File: src/rtl/nr_divider_seq.sv
// Sequential unsigned non-restoring divider.
// One quotient bit per cycle from a single controlled add/subtract. A
// correction step fixes a negative final remainder. A one-cycle done pulse
// marks the results as valid. A zero divisor skips the iteration and reports
// all-ones quotient, the dividend as remainder, and a flag.
module nr_divider_seq #(
  parameter int WIDTH = 8
) (
  input  logic             clk_in,
  input  logic             rst_in,
  input  logic             start_in,
  input  logic [WIDTH-1:0] dividend_in,
  input  logic [WIDTH-1:0] divisor_in,
  output logic             busy_out,
  output logic             done_out,
  output logic [WIDTH-1:0] quotient_out,
  output logic [WIDTH-1:0] remainder_out,
  output logic             div_by_zero_out
);

  localparam int CNT_W = $clog2(WIDTH + 1);

  typedef enum logic [1:0] {
    S_IDLE,
    S_RUN,
    S_FIX,
    S_DONE
  } state_t;

  state_t           r_state;
  logic [CNT_W-1:0] r_cnt;
  logic [WIDTH:0]   r_r;     // two's-complement partial remainder
  logic [WIDTH:0]   r_d;     // latched divisor, zero-extended
  logic [WIDTH-1:0] r_q;     // dividend shifting out, quotient shifting in
  logic             r_zero;  // current operation took the divide-by-zero path

  logic             w_ctrl;
  logic [WIDTH:0]   w_shift_r;
  logic [WIDTH:0]   w_operand;
  logic [WIDTH:0]   w_sum;
  logic [WIDTH:0]   w_fix;

  // Controlled add/subtract. A non-negative remainder subtracts D, a negative
  // one adds D. Subtraction inverts D and injects the control bit as carry-in.
  // The shifted remainder may wrap, but the result always lies in [-D, D) and
  // fits in WIDTH+1 bits, so the modular sum is exact.
  assign w_ctrl    = ~r_r[WIDTH];
  assign w_shift_r = {r_r[WIDTH-1:0], r_q[WIDTH-1]};
  assign w_operand = r_d ^ {(WIDTH + 1){w_ctrl}};
  assign w_sum     = w_shift_r + w_operand + {{WIDTH{1'b0}}, w_ctrl};
  assign w_fix     = r_r + r_d;

  // Control FSM, datapath registers and registered outputs.
  // NOTE: every register here, including the datapath, gets a known reset
  // value. Nonblocking assignments keep all updates on the same edge
  // independent of statement order.
  always_ff @(posedge clk_in or posedge rst_in) begin
    if (rst_in) begin
      r_state         <= S_IDLE;
      r_cnt           <= '0;
      r_r             <= '0;
      r_d             <= '0;
      r_q             <= '0;
      r_zero          <= 1'b0;
      busy_out        <= 1'b0;
      done_out        <= 1'b0;
      quotient_out    <= '0;
      remainder_out   <= '0;
      div_by_zero_out <= 1'b0;
    end else begin
      done_out <= 1'b0;
      busy_out <= (r_state != S_IDLE);
      unique case (r_state)
        S_IDLE: begin
          if (start_in) begin
            r_q             <= dividend_in;
            r_d             <= {1'b0, divisor_in};
            r_r             <= '0;
            r_cnt           <= '0;
            r_zero          <= (divisor_in == '0);
            div_by_zero_out <= 1'b0;
            r_state         <= (divisor_in == '0) ? S_DONE : S_RUN;
          end
        end
        S_RUN: begin
          r_r   <= w_sum;
          r_q   <= {r_q[WIDTH-2:0], ~w_sum[WIDTH]};
          r_cnt <= r_cnt + CNT_W'(1);
          if (r_cnt == CNT_W'(WIDTH - 1)) begin
            r_state <= S_FIX;
          end
        end
        S_FIX: begin
          if (r_r[WIDTH]) begin
            r_r <= w_fix;
          end
          r_state <= S_DONE;
        end
        S_DONE: begin
          done_out        <= 1'b1;
          quotient_out    <= r_zero ? '1 : r_q;
          remainder_out   <= r_zero ? r_q : r_r[WIDTH-1:0];
          div_by_zero_out <= r_zero;
          r_state         <= S_IDLE;
        end
        default: r_state <= S_IDLE;
      endcase
    end
  end

endmodule

File: config.mk
export PLATFORM = sky130hd
export DESIGN_NAME = nr_divider_seq
export DESIGN_NICKNAME = d
export VERILOG_FILES = /design/src/rtl/nr_divider_seq.sv
export SDC_FILE = /design/constraint.sdc
export NUM_CORES = 1
export LEC_CHECK = 0
export CORE_UTILIZATION = 30
export DETAILED_ROUTE_END_ITERATION = 8
export PLACE_DENSITY = 0.5
export SLEW_MARGIN = 20
export SYNTH_ARGS = -nofsm -noshare
export SYNTH_HDL_FRONTEND = slang
export SYNTH_SLANG_ARGS = --single-unit
File: constraint.sdc
create_clock -name clk_in -period 2.1 [get_ports clk_in]
set_input_delay 0.315 -clock clk_in [delete_from_list [all_inputs] [get_ports clk_in]]
set_output_delay 0.315 -clock clk_in [all_outputs]
set_load 0.02 [all_outputs]
==> impl_metrics.json, run 1 <==
{
  "preCtsSetupSlack_ns": -0.207,
  "critPathArrivalTime_ns": 2.42,
  "pwr_total_uw": 7320,
  "async_flop_share": 1.00,
  "clk_latency_ns": 0.30,
  "sw_frac_of_total": 0.437,
  "rr_startpoint": "r_r[8]",
  "power-per-cell-area_nw_per_um2": 1760,
  "total_internal_power_uw": 4120,
  "critical-path-max-stage-delay_ns": 0.45,
  "worstPathMaxFanout": 5,
  "syn2layout_area_growth_pct": 34.4,
  "worstMarginPinSlew_ns": 0.672,
  "initial_drc_count": 97,
  "avgSynthCellArea_um2": 9.73,
  "most-common-layout-cells": "48 x dfrtp_1, 41 x nor2_1, 37 x clkdlybuf4s50_1, 32 x buf_4",
  "routability_cong": 0.872,
  "clock_tree_from_tritoncts": "done",
  "die_y_um": 104,
  "worst-r2r-cell-count": 9,
  "synth_enable_flop_cells": 0,
  "fin_crit_sh": 1.06,
  "netlist-cell-type-count": 56,
  "route.detailed.drc": 0,
  "drive_above_1_share": 0.211,
  "global_route_wire_length_before_repair_um": 13700,
  "post-route-min-period_ns": 2.22,
  "die-area_um2": 10700,
  "ys_ff_latch": 51,
  "critical_path.top_delay_family": "compound AO/OA/AOI/OAI gates",
  "mappedNetlistArea_um2": 3100,
  "final_critical_path_setup_slack_ns": -0.123,
  "std_cell_rows": 36,
  "dp.final_hpwl_um": 6190,
  "dr_total_vias": 2661,
  "switchingPower_uw": 3190,
  "drt_pre_antenna_iters": 4,
  "globalRouteTotalUtil": 0.160,
  "p_clk_frac": 0.098,
  "slack_of_the_worst_reg_to_reg_path_ns": -0.12,
  "total_leakage_power_uw": 0.00176,
  "run_status": "finished, violations left",
  "ys_dominant_reg_cell": "dfrtp_1",
  "post_synth_inst_count": 318,
  "port_buffers": 37,
  "maxSlewViolCount": 0,
  "clkSlewWorstSetupHoldPaths_ns": 0.10,
  "worst_slew_margin_rel": 0.552,
  "most_common_cell_after_layout_fill_and_taps_aside": "dfrtp_1",
  "max_freq_ghz": 0.450,
  "timing.critical_path.from_type": "register",
  "floorplan.io_pins": 38,
  "path_buf_inv": 1,
  "hold_path_class": "input port to asynchronous set/reset pin",
  "overall_die_width_um": 104,
  "cts-buffers-inserted": 5,
  "first_global_vias": 2615,
  "detail_route.wirelength_um": 8290,
  "root_buffer": "clkbuf_8",
  "failed_checks": "negative setup slack",
  "ctsHoldBuffers": 0,
  "cp-end-kind": "register",
  "fin_nets": 429,
  "max_cap_violations": 0,
  "hold_viol": 0,
  "setup-violations-final": 5,
  "ctsLongestPathBuffers": 2,
  "irDropWorstVdd_mv": 0.597,
  "n_antenna_cell": 0,
  "crit_path_frequent_cell": "nor2_1",
  "number_of_vias_per_cell": 5.11,
  "number_of_sinks_driven_by_the_clock_tree": 51,
  "grt_max_degree": 52,
  "required_ns": 2.29,
  "hold_ws_ns": 0.356,
  "timing_worst_setup_path_type": "register to register",
  "p_comb_frac": 0.656,
  "core_area_um2": 9910,
  "seq_area_frac_synth": 0.412,
  "count_of_antenna_violating_nets_left_after_detailed_routing": 0,
  "slowest_stage": "dfrtp_2",
  "power.share.sequential": 0.246,
  "overflow_left_after_global_routing": 0,
  "yosys_warnings": 0,
  "skew_ns": 0.00739,
  "grt_setup_unrepaired": "true",
  "route.detailed.wl_per_inst_um": 15.9,
  "timing.setup.tns_ns": -0.276,
  "path_cells": "nor2b_2, nor2_1, fa_2, a211oi_4, buf_4, nor2_1, xor2_1, a32oi_1, o31ai_1",
  "crit-reg2reg-capture": "r_r[4]",
  "cts_max_level": 2,
  "postSynthNetCount": 360,
  "initial_core_util": 0.312,
  "antenna_found_initial": 0
}
## flip-flops by register name, summed over array words and instances (netlist names)
| signal | count |
|---|---|
| done_out | 1 |
| div_by_zero_out | 1 |
| r_r | 9 |
| r_zero | 1 |
| r_cnt | 4 |
| remainder_out | 8 |
| r_q | 8 |
| r_d | 8 |
| quotient_out | 8 |
| busy_out | 1 |
| r_state | 2 |
## power by group through the flow
stage / sequential [µW] / combinational (µW) / clock, µW
final: 1800 / 4800 / 713
after global routing: 1860 / 5280 / 768
after CTS: 1810 / 4720 / 745
after detailed placement: 1810 / 4210 / 0
after global placement: 1810 / 4190 / 0
after floorplan: 1900 / 2550 / 0
## through the flow
stage / instances / util / instance area (µm²)
finish: 521 / 0.420 / 4160
global route: 521 / 0.420 / 4160
CTS: 521 / 0.417 / 4140
detailed placement: 508 / 0.390 / 3860
global placement: 508 / 0.390 / 3860
floorplan: 318 / - / 3120
## worst reg2reg max path: stages, from the launching register on
cell,delay [ns]
dfrtp_2,0.45
nor2b_2,0.19
nor2_1,0.07
fa_2,0.37
a211oi_4,0.32
buf_4,0.17
nor2_1,0.05
xor2_1,0.15
a32oi_1,0.25
o31ai_1,0.10
## timing repair
action	4_1_cts	5_1_grt
hold endpoints to repair	0	0
buffers inserted	5	0
pin swaps	7	8
setup endpoints to repair	6	7
resized for setup	21	7
## synthesized netlist by cell type (8+ instances only)
library cell / n / area share
dfrtp_1: 51 / 0.41
nor2_1: 41 / 0.050
ha_1: 21 / 0.085
a21oi_1: 18 / 0.029
nand2_1: 18 / 0.022
mux2i_1: 11 / 0.036
clkbuf_1: 10 / 0.012
inv_1: 10 / 0.012
o22ai_1: 10 / 0.020
xnor2_1: 10 / 0.028
o21ai_0: 9 / 0.015
mux2_2: 8 / 0.029
## routing by layer
| layer | GRT usage | vias to the layer above | part of all wire | wire [µm] |
|---|---|---|---|---|
| li1 | - | 1305 | - | - |
| met1 | 0.225 | 1297 | 0.49 | 4090 |
| met2 | 0.258 | 53 | 0.47 | 3900 |
| met3 | 0.0245 | 6 | 0.028 | 235 |
| met4 | 0.0362 | 0 | 0.0070 | 58 |
| met5 | 0 | - | 0 | 0 |
## logic make-up (layout without fill, tap and decap cells)
kind of cell | count (synthesis) | count (layout) | share of synthesized area
AOI/OAI and AO/OA | 86 | 86 | 0.195
buffers and inverters | 22 | 92 | 0.0275
and+or+nand+nor | 101 | 101 | 0.158
xor gates and xnor gates | 16 | 16 | 0.0453
muxes | 19 | 19 | 0.0647
adders and majority gates | 23 | 23 | 0.0978
DFF | 51 | 51 | 0.412
## final cells by class
cell class | instances | area [µm²]
Clock buffer | 5 | 68.8
Clock inverter | 3 | 43.8
Fill cell | 1000 | 5750
Inverter | 10 | 37.5
Multi-Input combinational cell | 245 | 1880
Sequential cell | 51 | 1280
Tap cell | 133 | 166
Timing Repair Buffer | 74 | 684
## worst max path at each step
stage	start	end	slack (ns)	depth (start not counted)
finish	r_r[8]	r_r[4]	-0.12	9
global route	r_r[8]	r_r[7]	-0.17	8
CTS	r_r[8]	r_r[4]	-0.06	8
detailed placement	r_d[0]	r_r[8]	-0.21	8
global placement	r_d[0]	r_r[8]	-0.19	8
floorplan	r_r[8]	r_r[7]	-0.03	9
Power figures use the tool's default switching activity.
==> inputs of run 2 (changes only) <==
--- a/config.mk
+++ b/config.mk
@@ -7,6 +7,7 @@
 export LEC_CHECK = 0
 export CORE_UTILIZATION = 30
 export DETAILED_ROUTE_END_ITERATION = 8
+export MAX_ROUTING_LAYER = met4
 export PLACE_DENSITY = 0.5
 export SLEW_MARGIN = 20
 export SYNTH_ARGS = -nofsm -noshare
==> run 2 against run 1 <==
The flow still finishes with violations (negative setup slack). Register-to-register slack better by 0.02 ns. Setup slack better by 0.016 ns. Routed wire length down 0.90%. Clock power down 3.5%. First-iteration DRC count down 4.1%. Via count down 2.7%. Power down 4.1%. Die area unchanged. Critical path depth down 2. Core utilization down 0.19 points. Sequential share of layout area up 0.14 points. Highest routed layer unchanged.
==> impl_metrics.json, run 2 (synthesis results as in run 1) <==
{
  "antenna_found_initial": 0,
  "n_antenna_cell": 0,
  "path_buf_inv": 0,
  "cts-buffers-inserted": 5,
  "globalRouteTotalUtil": 0.160,
  "final_critical_path_setup_slack_ns": -0.107,
  "number_of_vias_per_cell": 4.93,
  "slowest_stage": "dfrtp_2",
  "clkSlewWorstSetupHoldPaths_ns": 0.09,
  "first_global_vias": 2530,
  "root_buffer": "clkbuf_8",
  "ctsHoldBuffers": 0,
  "grt_setup_unrepaired": "true",
  "timing_worst_setup_path_type": "register to register",
  "count_of_antenna_violating_nets_left_after_detailed_routing": 0,
  "cts_max_level": 2,
  "largest_reg_flops": 9,
  "initial_core_util": 0.312,
  "hold_path_class": "input port to asynchronous set/reset pin",
  "grt_max_degree": 52,
  "detail_route.wirelength_um": 8210,
  "worst-r2r-cell-count": 7,
  "power-per-cell-area_nw_per_um2": 1690,
  "crit_path_frequent_cell": "a221o_1",
  "number_of_sinks_driven_by_the_clock_tree": 51,
  "die_y_um": 104,
  "hold_viol": 0,
  "cell_count_final_fillers_out": 525,
  "route.detailed.wl_per_inst_um": 15.6,
  "failed_checks": "negative setup slack",
  "path_cells": "xnor2_2, ha_1, a21oi_2, o32ai_2, a221o_1, a2111oi_4, a221o_1",
  "overflow_left_after_global_routing": 0,
  "critPathArrivalTime_ns": 2.45,
  "max_freq_ghz": 0.453,
  "floorplan.io_pins": 38,
  "critical-path-max-stage-delay_ns": 0.52,
  "std_cell_rows": 36,
  "post-route-min-period_ns": 2.21,
  "fin_nets": 434,
  "required_ns": 2.34,
  "drive_above_1_share": 0.217,
  "max_cap_violations": 0,
  "timing.setup.tns_ns": -0.250,
  "largest-register": "r_r",
  "hold_ws_ns": 0.359,
  "routability_cong": 0.807,
  "most-common-layout-cells": "48 x dfrtp_1, 39 x nor2_1, 39 x buf_4, 37 x clkdlybuf4s50_1, 20 x ha_1",
  "route.detailed.drc": 0,
  "skew_ns": 0.00811,
  "rr_startpoint": "r_r[8]",
  "slack_of_the_worst_reg_to_reg_path_ns": -0.11,
  "cp-end-kind": "register",
  "worstMarginPinSlew_ns": 0.635,
  "core_area_um2": 9910,
  "irDropWorstVdd_mv": 0.606,
  "dr_total_vias": 2589,
  "die-area_um2": 10700,
  "drt_pre_antenna_iters": 4,
  "run_status": "finished, violations left",
  "fin_crit_sh": 1.05,
  "total_leakage_power_uw": 0.00179,
  "placed_cells": 516,
  "timing.critical_path.from_type": "register",
  "clk_latency_ns": 0.30,
  "most_common_cell_after_layout_fill_and_taps_aside": "dfrtp_1",
  "initial_drc_count": 93,
  "worst_slew_margin_rel": 0.577,
  "crit-reg2reg-capture": "r_r[7]",
  "ctsLongestPathBuffers": 2,
  "maxSlewViolCount": 0,
  "syn2layout_area_growth_pct": 33.8,
  "overall_die_width_um": 104,
  "port_buffers": 37,
  "critical_path.top_delay_family": "compound AO/OA/AOI/OAI gates",
  "worstPathMaxFanout": 8,
  "global_route_wire_length_before_repair_um": 13400,
  "dp.final_hpwl_um": 6290,
  "clock_tree_from_tritoncts": "done",
  "setup-violations-final": 4
}
[run 2: per-stage QoR]
step	setup WS, ns	power, µW	util	area, µm²
5_1_grt	-0.181	7580	0.418	4140
3_5_place_dp	-0.249	6060	0.395	3910
3_3_place_gp	-0.203	6040	0.395	3910
4_1_cts	-0.103	6960	0.412	4080
2_1_floorplan	-0.0315	4460	-	3120
6_report	-0.107	7020	0.418	4140
[run 2: report_power, final]
| part | internal [µW] | total [µW] | switching (µW) |
|---|---|---|---|
| logic | 2190 | 4540 | 2350 |
| clock network | 349 | 688 | 339 |
| registers | 1400 | 1790 | 385 |
[run 2: worst register-to-register path, stage by stage, from the launching register on]
cell	delay, ns
dfrtp_2	0.52
xnor2_2	0.19
ha_1	0.31
a21oi_2	0.16
o32ai_2	0.12
a221o_1	0.37
a2111oi_4	0.32
a221o_1	0.15
[run 2: cell type report]
| type | count | area [µm²] |
|---|---|---|
| clock inverters | 2 | 37.5 |
| clock buffers | 5 | 68.8 |
| multi-input cells | 245 | 1840 |
| fillers | 1017 | 5770 |
| inverters | 10 | 37.5 |
| well taps | 133 | 166 |
| flip-flops and latches | 51 | 1280 |
| repair buffers | 79 | 706 |
[run 2: how the worst max path moves through the flow]
stage | cells after the start | slack, ns | endpoint | start
3_5_place_dp | 8 | -0.25 | r_r[8] | r_r[8]
4_1_cts | 7 | -0.10 | r_r[7] | r_r[8]
2_1_floorplan | 9 | -0.03 | r_r[7] | r_r[8]
5_1_grt | 7 | -0.18 | r_r[7] | r_r[8]
3_3_place_gp | 8 | -0.20 | r_r[8] | r_r[8]
6_report | 7 | -0.11 | r_r[7] | r_r[8]
[run 2: metal layers]
layer	wire, µm	global-route usage	up-vias
met4	114	0.0393	0
met5	0	-	-
met2	3730	0.248	55
met3	211	0.0208	11
met1	4160	0.221	1216
li1	-	-	1307
[run 2: repair_timing]
action                                 4_1_cts  5_1_grt
gates resized for setup                     15       10
pin swaps                                   12        5
setup endpoints to repair                    7        7
buffers inserted                             0        2
endpoints found under the hold margin        0        0
==> inputs of run 3 (changes only) <==
--- a/config.mk
+++ b/config.mk
@@ -9,6 +9,7 @@
 export DETAILED_ROUTE_END_ITERATION = 8
 export MAX_ROUTING_LAYER = met4
 export PLACE_DENSITY = 0.5
+export SETUP_SLACK_MARGIN = 0.5
 export SLEW_MARGIN = 20
 export SYNTH_ARGS = -nofsm -noshare
 export SYNTH_HDL_FRONTEND = slang
==> run 3 against run 2 <==
The run still ends with negative setup slack left. Design area increased by 0.18%. Sequential power hardly changed. Sequential share of layout area is 0.086 points lower. Routed wire length decreased by 2.1%. Setup slack got worse by 0.045 ns. Register-to-register slack got worse by 0.04 ns. Critical path depth unchanged. Core utilization is 0.076 points higher. Maximum frequency decreased by 2.0%. Global-route usage increased by 0.22 points. Sequential cell count unchanged.
==> impl_metrics.json, run 3 (synthesis results as in run 1) <==
{
  "detail_route.wirelength_um": 8040,
  "count_of_antenna_violating_nets_left_after_detailed_routing": 0,
  "placed_area_um2": 3860,
  "dr_total_vias": 2632,
  "initial_drc_count": 215,
  "clock_tree_from_tritoncts": "done",
  "root_buffer": "clkbuf_8",
  "fin_nets": 426,
  "slack_of_the_worst_reg_to_reg_path_ns": -0.15,
  "grt_max_degree": 52,
  "core_area_um2": 9910,
  "largest_reg_flops": 9,
  "preCtsSetupSlack_ns": -0.249,
  "run_status": "finished, violations left",
  "initial_core_util": 0.312,
  "dp.final_hpwl_um": 6130,
  "setup-violations-final": 5,
  "cts_max_level": 2,
  "syn2layout_area_growth_pct": 34.0,
  "grt_setup_unrepaired": "true",
  "ctsHoldBuffers": 0,
  "worst-r2r-cell-count": 7,
  "drive_above_1_share": 0.211,
  "crit-reg2reg-capture": "r_r[7]",
  "worstPathMaxFanout": 7,
  "route.detailed.drc": 0,
  "final_critical_path_setup_slack_ns": -0.152,
  "die-area_um2": 10700,
  "number_of_sinks_driven_by_the_clock_tree": 51,
  "std_cell_rows": 36,
  "routability_cong": 0.831,
  "clkSlewWorstSetupHoldPaths_ns": 0.10,
  "timing.critical_path.from": "r_r[8]",
  "timing_worst_setup_path_type": "register to register",
  "total_leakage_power_uw": 0.00183,
  "worst_slew_margin_rel": 0.561,
  "die_y_um": 104,
  "fill_cells": 985,
  "global_route_wire_length_before_repair_um": 13500,
  "critPathArrivalTime_ns": 2.46,
  "port_buffers": 37,
  "max_freq_ghz": 0.444,
  "largest-register": "r_r",
  "most_common_cell_after_layout_fill_and_taps_aside": "dfrtp_1",
  "power-per-cell-area_nw_per_um2": 1710,
  "required_ns": 2.30,
  "rr_startpoint": "r_r[8]",
  "overflow_left_after_global_routing": 0,
  "max_cap_violations": 0,
  "floorplan.io_pins": 38,
  "fin_area_um2": 4150,
  "globalRouteTotalUtil": 0.162,
  "route.detailed.wl_per_inst_um": 15.6,
  "ctsLongestPathBuffers": 2,
  "timing.setup.tns_ns": -0.511,
  "antenna_found_initial": 0,
  "timing.critical_path.from_type": "register",
  "hold_path_class": "input port to asynchronous set/reset pin",
  "hold_viol": 0,
  "overall_die_width_um": 104,
  "fin_crit_sh": 1.07,
  "failed_checks": "negative setup slack",
  "cp-end-kind": "register",
  "first_global_vias": 2612,
  "n_antenna_cell": 0,
  "worstMarginPinSlew_ns": 0.658,
  "crit_end": "r_r[7]",
  "drt_pre_antenna_iters": 4,
  "clk_latency_ns": 0.31,
  "cts-buffers-inserted": 5,
  "post-route-min-period_ns": 2.25,
  "number_of_vias_per_cell": 5.09,
  "irDropWorstVdd_mv": 0.638,
  "skew_ns": 0.00506,
  "maxSlewViolCount": 0,
  "most-common-layout-cells": "49 x dfrtp_1, 40 x nor2_1, 31 x buf_4, 19 x clkdlybuf4s50_1"
}
-- run 3: routing by layer --
metal  wire length, µm  share of wire  global-route usage
met1              3860           0.48               0.218
met2              3760           0.47               0.254
met3               308          0.038              0.0252
met5                 0              0                   -
met4               116          0.014              0.0445
-- run 3: stage by stage --
stage	instances	hold WS [ns]	util	power, µW
2_1_floorplan	318	0.459	-	4510
4_1_cts	516	0.380	0.407	6940
3_3_place_gp	508	0.484	0.390	6010
5_1_grt	517	0.390	0.419	7690
6_report	517	0.354	0.419	7100
3_5_place_dp	508	0.492	0.390	6050
-- run 3: report_power, final --
part,internal (µW),leakage (µW),switching [µW]
Clock,349,0.0000502,354
Combinational,2230,0.00117,2350
Sequential,1400,0.000606,417
-- run 3: how the worst min path moves through the flow --
| stage | to | slack (ns) | depth (start not counted) |
|---|---|---|---|
| 3_5_place_dp | quotient_out[3] | 0.49 | 1 |
| 6_report | quotient_out[1] | 0.35 | 3 |
| 3_3_place_gp | quotient_out[4] | 0.48 | 1 |
| 4_1_cts | quotient_out[1] | 0.38 | 3 |
| 5_1_grt | quotient_out[7] | 0.39 | 3 |
| 2_1_floorplan | r_q[1] | 0.46 | 2 |
-- run 3: critical path: stages, from the launching register on --
cell       delay, ns
dfrtp_2         0.54
xnor2_2         0.20
ha_1            0.32
nand3_1         0.10
o32ai_2         0.36
a221o_1         0.26
a2111oi_4       0.08
a221o_1         0.28
-- run 3: layout make-up --
| type | instances | area [µm²] | area share |
|---|---|---|---|
| clock buffers | 5 | 68.8 | 0.0166 |
| multi-input cells | 245 | 1910 | 0.459 |
| repair buffers | 71 | 653 | 0.157 |
| inverters | 10 | 37.5 | 0.00905 |
| clock inverters | 2 | 37.5 | 0.00905 |
| flip-flops and latches | 51 | 1280 | 0.308 |
| well taps | 133 | 166 | 0.0401 |
-- run 3: timing repair --
item / in CTS / in global routing
setup endpoints to repair: 40 / 36
resized for setup: 26 / 25
gates cloned: 0 / 0
setup buffers: 1 / 1
pin swaps: 8 / 3
==> variant (flow settings as in run 2) <==
Re-encode `state_t` (4 states) as one-hot, 4 bits wide.
--- a/src/rtl/nr_divider_seq.sv
+++ b/src/rtl/nr_divider_seq.sv
@@ -21,9 +21,9 @@
   localparam int CNT_W = $clog2(WIDTH + 1);
 
-  typedef enum logic [1:0] {
-    S_IDLE,
-    S_RUN,
-    S_FIX,
-    S_DONE
+  typedef enum logic [3:0] {
+    S_IDLE = 4'b0001,
+    S_RUN  = 4'b0010,
+    S_FIX  = 4'b0100,
+    S_DONE = 4'b1000
   } state_t;
 
Behaviour: same outputs for any inputs over 10 cycles, from zero or initial values and one cycle with rst_in high; not proved beyond that.
==> variant against run 2 <==
- the run still ends with setup timing left
- total power shrank 22%
- critical path type unchanged
- count of clock-buffer cells in the layout is 1 higher
- sequential cell count is 2 higher
- synthesized area fell by 0.53%
- setup slack better by 0.075 ns
- final area is 3.5% lower
- final cell count fell by 4.0%
- fmax is 3.5% higher
- wire length down 8.6%
- critical path depth increased by 1
==> variant: results (changes against run 2) <==
stage,metric,value,unit,change
run_status,outcome,finished with violations,,
run_status,violations,setup timing,,
yosys,ys_types,50,,-11%
global_routing,grt_max_degree,36,,-31%
global_routing,grt_pass1_vias,2442,,-3.5%
yosys,synthTopCellsByCount,"dfrtp_1, nor2_1, a21oi_1, o21ai_0, nand2_1",,
clocking,cts_resized,14,,-1
place,dpl_cell_area,3810,um^2,-2.6%
yosys,yosysSeqAreaShare,43.1,%,+1.9 points
power,p_leak,1.70,nW,-4.8%
power,ir_worst_vdd,0.437,mV,-28%
timing,setup-violations-final,1,,-3
layout,fillers,987,,-2.9%
clocking,cts_buffers,5,,unchanged
clocking,cts_root_buffer,clkbuf_8,,
timing,maxSlewHeadroom,50.1,%,-7.6 points
clocking,postCtsHoldBufs,0,,unchanged
yosys,synth_nets,345,,-4.2%
timing,setup_tns,-0.0321,ns,+0.218 ns
timing,fin_skew,0.00829,ns,+0.000172 ns
worst_setup_path,cpPeakStageDelay,0.46,ns,-0.06 ns
layout,drive_above_1_share,21.0,%,-0.66 points
timing,setup_slack,-0.0321,ns,+0.0752 ns
drt,wl,7510,um,-8.6%
drt,vias_per_cell,4.93,,about the same
worst_setup_path,reg2regPathDepth,8,,+1
place,dp_hpwl,5840,um,-7.2%
yosys,synthTopCellsByArea,"dfrtp_1, ha_1, mux2i_1, nor2_1, a21oi_1",,
layout,largest_register,r_r,,
drt,drt-initial-drc-count,71,,-24%
global_routing,grt_usage,15.7,%,-0.30 points
layout,layout.nets,408,,-6.0%
place,place.gp.congestion,0.839,,+4.0%
global_routing,grt_first_pass_wirelength,12300,um,-8.2%
worst_setup_path,cp_max_fo,5,,-3
clocking,post_cts_buffers,1,,+1
worst_setup_path,cp_data_arrival_time,2.31,ns,-0.14 ns
[variant: cell count changes after synthesis, sizes merged, moves of 5 or more]
cell | run 2 | this run
a21oi | 19 | 25
mux2i | 11 | 16
nor2 | 41 | 34
o21ai | 15 | 26
o22ai | 10 | 2
[variant: critical path: cells and delay by family (launching register included)]
| family | cells | cell delay, ns |
|---|---|---|
| AO/OA/AOI/OAI | 3 | 0.54 |
| XOR/XNOR | 1 | 0.12 |
| AND/OR/NAND/NOR | 1 | 0.32 |
| adder cells (fa/ha/maj) | 1 | 0.24 |
| flip-flops | 1 | 0.46 |
| buffers and inverters | 2 | 0.33 |
[variant: logic make-up (layout without fill, tap and decap cells)]
| logic type | Yosys count | count (layout) | synth area share [%] |
|---|---|---|---|
| AO/OA/AOI/OAI | 85 | 85 | 17.3 |
| multiplexers | 26 | 26 | 8.98 |
| buffers and inverters | 20 | 84 | 3.09 |
| AND/OR/NAND/NOR | 87 | 87 | 14.5 |
| flip-flops | 53 | 53 | 43.1 |
| XOR/XNOR | 17 | 17 | 4.84 |
| adder cells (fa/ha/maj) | 19 | 19 | 8.21 |
[variant: routing by layer]
| layer | part of all wire (%) | global-route usage [%] | up-vias |
|---|---|---|---|
| met5 | 0 | - | - |
| met4 | 0.45 | 2.06 | 0 |
| met3 | 3.2 | 2.49 | 5 |
| met2 | 47 | 25.2 | 44 |
| met1 | 50 | 21.4 | 1205 |
| li1 | - | - | 1229 |
[variant: worst paths after layout]
kind	from	to	slack [ns]
worst min register to register	r_cnt[3]$_DFFE_PP0P_	r_state[2]$_DFFE_PP0P_	0.48
worst max-delay path	r_r[8]$_DFFE_PP0P_	r_r[7]$_DFFE_PP0P_	-0.03
max in group asynchronous	rst_in	r_r[8]$_DFFE_PP0P_	1.21
worst min-delay path	rst_in	busy_out$_DFF_PP0_	0.33
min in group clk_in	r_cnt[3]$_DFFE_PP0P_	r_state[2]$_DFFE_PP0P_	0.48
worst max register to register	r_r[8]$_DFFE_PP0P_	r_r[7]$_DFFE_PP0P_	-0.03
[variant: power by group]
part / total, mW / internal, mW / switching [mW]
Clock: 0.588 / 0.239 / 0.349
Sequential: 1.66 / 1.29 / 0.366
Combinational: 3.20 / 1.66 / 1.54
[variant: layout make-up]
cell class / instances / area share, %
clock buffer: 6 / 1.82
clock inverter: 2 / 0.345
inverter: 7 / 0.658
multi-input combinational: 234 / 44.0
sequential: 53 / 33.3
tap: 133 / 4.17
timing repair buffer: 69 / 15.7
[variant: stage by stage]
step	std cells	hold slack (ns)	utilization, %	setup slack (ns)
after global placement	495	0.469	38.6	-0.0477
after floorplan	307	0.436	-	0.00330
after CTS	504	0.346	40.1	-0.0739
after detailed placement	495	0.468	38.6	-0.105
final	504	0.330	40.5	-0.0321
after global routing	504	0.385	40.5	-0.128
